## config.mk

```make
export PLATFORM = sky130hd
export DESIGN_NAME = wb_queue
export DESIGN_NICKNAME = d
export VERILOG_FILES = /design/src/rtl/wb_queue.sv
export SDC_FILE = /design/constraint.sdc
export NUM_CORES = 1
export LEC_CHECK = 0
export BUFFER_PORTS_ARGS = -buffer_cell sky130_fd_sc_hd__buf_2
export CORE_MARGIN = 4
export CORE_UTILIZATION = 45
export CTS_CLUSTER_DIAMETER = 30
export DETAILED_ROUTE_END_ITERATION = 12
export HOLD_SLACK_MARGIN = 0.08
export PLACE_DENSITY = 0.71
export SLEW_MARGIN = 10
export SYNTH_ARGS = -nofsm -noshare
export SYNTH_HDL_FRONTEND = slang
export SYNTH_SLANG_ARGS = --single-unit
```

## constraint.sdc

```tcl
create_clock -name clock -period 3 [get_ports clock]
set_input_delay 0.3 -clock clock [delete_from_list [all_inputs] [get_ports clock]]
set_output_delay 0.3 -clock clock [all_outputs]
set_load 0.05 [all_outputs]
```

## src/rtl/wb_queue.sv

```systemverilog
// Write-back queue in front of the register file's single write port.
// Buffers ALU/load results in a small FIFO, drains one per cycle, and exports a pending-write mask.
module wb_queue #(
  parameter int unsigned DEPTH = 4
) (
  input  logic                     clock,
  input  logic                     reset,
  input  logic                     ld_valid,
  input  logic [4:0]               ld_rd,
  input  logic [31:0]              ld_data,
  output logic                     ld_ready,
  input  logic                     alu_valid,
  input  logic [4:0]               alu_rd,
  input  logic [31:0]              alu_data,
  output logic                     alu_ready,
  input  logic                     hold,
  output logic                     regwrite,
  output logic [4:0]               write_reg,
  output logic [31:0]              write_data,
  output logic [31:0]              pending,
  output logic [$clog2(DEPTH):0]   count
);

  localparam int unsigned PW = $clog2(DEPTH);
  localparam int unsigned CW = PW + 1;

  logic [PW-1:0]    rptr_q, rptr_d;
  logic [PW-1:0]    wptr_q, wptr_d;
  logic [CW-1:0]    count_q, count_d;
  logic [DEPTH-1:0] valid_q, valid_d;
  logic [4:0]       ent_rd_q   [DEPTH];
  logic [31:0]      ent_data_q [DEPTH];

  logic        space;
  logic        ld_fire;
  logic        alu_fire;
  logic        push;
  logic        pop;
  logic [4:0]  in_rd;
  logic [31:0] in_data;

  // Drain, space and arbitration depend only on state, ld_valid and hold.
  always_comb begin
    pop        = (count_q != '0) && !hold;
    regwrite   = pop;
    write_reg  = pop ? ent_rd_q[rptr_q]   : 5'd0;
    write_data = pop ? ent_data_q[rptr_q] : 32'd0;
    space      = (count_q < CW'(DEPTH)) || pop;
    ld_ready   = space;
    alu_ready  = space && !ld_valid;
    ld_fire    = ld_valid && ld_ready;
    alu_fire   = alu_valid && alu_ready;
    in_rd      = ld_fire ? ld_rd   : alu_rd;
    in_data    = ld_fire ? ld_data : alu_data;
    // Writes to x0 finish their handshake but never occupy an entry.
    push       = (ld_fire || alu_fire) && (in_rd != 5'd0);
  end

  always_comb begin
    rptr_d  = rptr_q;
    wptr_d  = wptr_q;
    valid_d = valid_q;
    count_d = count_q + CW'(push) - CW'(pop);
    if (pop) begin
      rptr_d          = rptr_q + PW'(1);
      valid_d[rptr_q] = 1'b0;
    end
    if (push) begin
      wptr_d          = wptr_q + PW'(1);
      valid_d[wptr_q] = 1'b1;
    end
  end

  always_ff @(posedge clock or negedge reset) begin
    if (!reset) begin
      rptr_q  <= '0;
      wptr_q  <= '0;
      count_q <= '0;
      valid_q <= '0;
    end else begin
      rptr_q  <= rptr_d;
      wptr_q  <= wptr_d;
      count_q <= count_d;
      valid_q <= valid_d;
    end
  end

  // Payload storage needs no reset; valid_q gates every use of it.
  always_ff @(posedge clock) begin
    if (push) begin
      ent_rd_q[wptr_q]   <= in_rd;
      ent_data_q[wptr_q] <= in_data;
    end
  end

  logic [31:0] pend_chain [DEPTH+1];
  assign pend_chain[0] = 32'd0;
  for (genvar g = 0; g < DEPTH; g++) begin : g_pend
    assign pend_chain[g+1] = pend_chain[g] |
                             (valid_q[g] ? (32'd1 << ent_rd_q[g]) : 32'd0);
  end

  assign pending = pend_chain[DEPTH] & ~32'd1;
  assign count   = count_q;

endmodule
```

[Word level (Yosys, flattened, before mapping)]
Memories as Yosys holds them, arrays and structs flattened.
Index checks and enable logic that the tools add are counted.
Storage, ports and cells
  memory bits (writable): 148
  logic and storage cells: 54
  input port bits: 79
  latch bits: 0
  bits in read-only memories: 0
  output and inout port bits: 75
  memories kept: 2
  register bits after elaboration: 11
Operators by class
  bitwise operators: 6
  order comparisons: 5
  reduce and logical (&&, ||, !) cells: 13
  multiply operators: 0
  shift-type cells: 4
  add/sub/neg operators: 4
  divide/modulo/power cells: 0
  eq/ne operators: 0
  multiplexer cells: 16
Memories
  ent_data_q: depth 4, bits a word 32, read ports 1, clocked after Yosys merged registers in 0, wr ports 1, RTL line 32  | logic [31:0] ent_data_q [DEPTH];
  ent_rd_q: depth 4, bits a word 5, read ports 5, clocked after Yosys merged registers in 0, wr ports 1, RTL line 31  | logic [4:0] ent_rd_q [DEPTH];
Operator list (count)
  2-to-1 mux 32 bit: 6
  left shift 1 x 5 -> 32 bit (first input constant): 4
  OR 32 bit: 3
  2-to-1 mux 5 bit: 2
  2-to-1 mux 4 bit: 2
  logical AND 1 bit: 7
  less-than comparator 2 x 3 -> 1 bit (second input constant): 2
  nonzero test 5 bit: 1
  adder 2 x 1 -> 2 bit (second input constant): 2
  AND 4 bit: 1
  demux 1 bit (select 2 bit): 2
  >= comparator 2 x 1 -> 1 bit (second input constant): 2
  2-to-1 mux 1 bit: 4
  NOT 4 bit: 1
  OR 4 bit: 1
  adder 3 x 1 -> 3 bit: 1
  less-than comparator 3 bit (second input constant): 1
  nonzero test 3 bit: 1
  subtractor 3 x 1 -> 3 bit: 1
  logical NOT 1 bit: 2
  logical OR 1 bit: 2

[Longest topological paths before layout]
  word-level depth: 9
  mapped depth: 12

[Worst setup path before layout]
No wires, ideal clock.
  kind: register to register
  start: reg count_q[2], in the netlist count[2]
  end: reg count_q[2], in the netlist count[2]
  setup time: 144 ps
  stages on the path, launching flop included: 13
  buffers on the path: 1
  slack: -287 ps
  required time: 2856 ps
  arrival: 3144 ps
  path through: dfrtp_1 > a21oi_1 > o211ai_2 > nand2_2 > buf_6 > inv_1 > ha_1 > inv_1 > ha_1 > inv_1 > fa_1 > xnor2_1 > xnor2_1
On the way
  longest elaborated chain between the ends: 9
  elaborated cells between the ends (all ways): 13
RTL lines
  from (decl): RTL line 29  | logic [CW-1:0] count_q, count_d;
  from (signal assigned): RTL line 83  | count_q <= count_d;
  branches (longest 2 deep; another with less-than comparator 3 bit)
  logical OR 1 bit (*): RTL line 48  | space = (count_q < CW'(DEPTH)) || pop;
  logical AND 1 bit (*): RTL line 50  | alu_ready = space && !ld_valid;
  net alu_ready: RTL line 15  | output logic alu_ready,
  logical AND 1 bit (*): RTL line 52  | alu_fire = alu_valid && alu_ready;
  logical OR 1 bit (*): RTL line 56  | push = (ld_fire || alu_fire) && (in_rd != 5'd0);
  logical AND 1 bit (*): RTL line 56
  adder 3 x 1 -> 3 bit (*): RTL line 63  | count_d = count_q + CW'(push) - CW'(pop);
  subtractor 3 x 1 -> 3 bit (*): RTL line 63
  net count_d[2]: RTL line 29
Mark *: on every way through the listed nets, which the timed path passes.
A chain may end at the register's enable or synchronous reset.

==> key figures <==
Outcome
  – Outcome: finished clean

GRT
  – First-pass GRT wire length: between 20 and 30 mm
  – All-layer global routing usage: 0.1954
  – Grt ovf: 0
  – Largest net degree at the start of global routing: 46
  – Number of global-route vias before repair: between 5000 and 6000
  – Initial antenna violation count: 0

Place
  – DPL Wire Length: about 13 mm
  – Gpl congestion: about 0.97
  – IO buf count: 152
  – Cells after DPL: 850

Finish
  – P&R area growth vs syn: 20.33%
  – Diode count: 0
  – Fin nets: between 700 and 800
  – Multi-input gate area: roughly 2800 µm²
  – Sequential cell area: around 4700 µm²
  – Non-filler cells, final: 883
  – Layout cells sized above 1: 0.4253
  – Fill cells: 1312

Synth
  – Area leader, netlist: edfxtp_1
  – Syn_nets: between 500 and 600
  – Post-synth ARST share: 0.06918
  – Post-synth EDFFs: around 150
  – Distinct cell type count after synthesis: 45
  – YS warnings: 0
  – Synth top area cells: edfxtp_1 (58%), mux4_2 (11%), mux2_2 (5.6%)
  – Main synth FF type: edfxtp_1
  – Seq cells post-synth: between 150 and 200
  – Post-synthesis sequential area ratio: 0.6149
  – Avg Inst Size Synth: around 16 µm²
  – Post-Syn Area: roughly 7700 µm²
  – Cell count after synthesis: slightly below 500
  – Post-synth top area share: 0.5791

Clocking
  – Total CTS buffers: 17
  – Clk sink count: around 160
  – CTS H-tree lvls: 4
  – Root Buffer: clkbuf_16
  – Max Buffers Root-to-Sink: 2
  – Post-CTS Hold Buffers: 1
  – Resized cells post-CTS: 0
  – Reg clk slew, reported paths: approximately 0.06 ns
  – Worst-Skew Late Latency: approximately 0.42 ns
  – CTS tree: done
  – Setup repair bufs after CTS: 0

Floorplan
  – Cell Rows: 47
  – Die height: approximately 140 µm
  – Total core area: roughly 17000 µm²
  – Starting Density: 0.4612
  – Die W: roughly 140 µm
  – I/O pin count: about 150
  – Die ar.: between 15000 and 20000 µm²

Drt
  – Drt first pass iters: 4
  – Vias: about 5100
  – DRT antenna net count: 0
  – Vias per cell: 5.760
  – Routed WL per cell: 21.40 µm
  – Routed Wire Length: between 15 and 20 mm
  – 1st-iter DRT viols: 330
  – Residual DRC count: 0

Power
  – Static leakage: approximately 3.4 nW
  – Max VDD drop: ~0.57 mV
  – PwrDens: 985.6 nW/µm²

Timing
  – FMAX: roughly 390 MHz
  – Final Max Slew Viols: 0
  – Final Hold Fails: 0
  – Clock skew: about 0.011 ns
  – Final period util: 0.8656
  – Setup TNS: 0 ns
  – Slew headroom: 0.2841
  – Slew at the pin closest to its max-slew limit: approximately 1.1 ns
  – Final Critical Period: between 2 and 3 ns
  – Setup violators final: 0
  – Unrepaired setup endpoints after global routing: false

Setup path
  – Worst EP arrival: about 2.3 ns
  – Reg2reg path depth: 11
  – Req. time, crit path: around 2.7 ns
  – WS Path Type: reg2out
  – Highest fanout seen on the critical path: 8
  – Crit start category: flop
  – CP endpoint kind: output pin

Job
  – Max-Cap Viols: 0

Worst hold path
  – Hold depth: 2
  – Hold WC Path Type: in2reg
-- layer usage --
layer  wire (µm)  track usage  vias to the layer above
met5           0            0                        -
met4         345      0.05824                        0
met3        1448      0.05414                       30
met2        9702       0.3392                      240
met1        7397       0.2399                     2539
li1            -            -                     2277
-- cell type report --
class	instances	share of cell area
Clock inverter	15	0.01341
Multi-Input combinational cell	302	0.3048
Timing Repair Buffer	160	0.09050
Tap cell	220	0.02981
Sequential cell	159	0.5113
Clock buffer	17	0.04606
Inverter	10	0.004064
-- flip-flops by register name, indices dropped and copies added, names as in the netlist --
name / flops
ent_data_q: 128
count: 3
rptr_q: 2
ent_rd_q: 20
wptr_q: 2
valid_q: 4
-- power by group --
group | internal [W] | leakage, nW | total [W] | switching [W]
Combinational | 0.00127 | 1.65 | 0.00372 | 0.00245
Sequential | 0.00308 | 1.48 | 0.00341 | 0.000328
Clock | 0.00113 | 0.250 | 0.00197 | 0.000842
-- cells by family after synthesis --
logic type,count (synthesis),synth area share
other,1,0.0004886
buffers and inverters,34,0.02119
DFF,159,0.6149
and+or+nand+nor,140,0.1014
xor gates and xnor gates,4,0.004564
AOI/OAI and AO/OA,71,0.07418
adders and majority gates,11,0.01891
muxes,75,0.1643
-- layout by cell type, fill, tap and decap left out, drive strengths merged, types with 2 or more instances in the layout --
master and count:
buf 159, nor2b 9, clkinv 7, inv 10, clkbuf 17, mux4 37
o22ai 5, and2 44, or4 2, nand2 27, nor3 9, a22o 4
a22oi 19, a21oi 3, dfrtp 11, o21ai 2, o32ai 2, nor2 16
or2 4, nand2b 13, a32oi 5, mux2 38, nor3b 4, ha 10
a221o 7, o211ai 8, clkinvlp 7, edfxtp 148, nand3 5, o221ai 15
xnor2 4, nand4b 2, nand4 2
-- worst max-delay path: stages, from the launching register on --
cell	delay, ns
edfxtp_1	0.47
nor2b_1	0.67
inv_1	0.09
o22ai_1	0.22
a221o_1	0.15
buf_2	0.27
-- synth_stat cells, types with 2 or more instances --
cell type  count
nor2_1        16
a32oi_1        5
nand4_1        2
ha_1          10
o22ai_1        5
nor3b_1        4
o221ai_1      15
xnor2_1        4
and2_2         4
o211ai_1       7
nand4b_1       2
nand3_1        5
a21oi_1        3
o32ai_1        2
clkbuf_1       9
buf_4          4
dfrtp_1       11
a22oi_1       19
mux4_2        37
a22o_1         4
edfxtp_1     148
nand2_1       26
buf_2         10
a221o_1        7
nor2b_1        9
or2_2          4
and2_1        39
nor3_1         9
nand2b_1      13
inv_1         10
mux2_2        38
-- metrics by stage --
stage          total power [W]  hold slack, ns  utilization  setup WS, ns  cell area [µm²]
6_report              0.009102          0.2334       0.5549        0.4032             9235
3_3_place_gp          0.007114          0.1828       0.5213        0.4401             8676
4_1_cts               0.009174          0.2251       0.5549        0.4067             9235
5_1_grt               0.009540          0.2256       0.5549        0.2847             9235
2_1_floorplan         0.006197        0.004409            -       0.03988             7679
3_5_place_dp          0.007194          0.1820       0.5213        0.3605             8676
-- worst paths after layout --
| kind | startpoint | endpoint | slack [ns] |
|---|---|---|---|
| worst min register to register | count[0] | count[0] | 0.56 |
| worst max-delay path | ent_rd_q[1][0] | pending[19] | 0.40 |
| worst min-delay path | ld_data[23] | ent_data_q[2][23] | 0.23 |
| min in group asynchronous | reset | count[1] | 0.29 |
| worst max register to register | count[2] | count[2] | 0.59 |
| max in group asynchronous | reset | rptr_q[0] | 2.47 |
No activity file was read; power rests on OpenSTA's default activity.
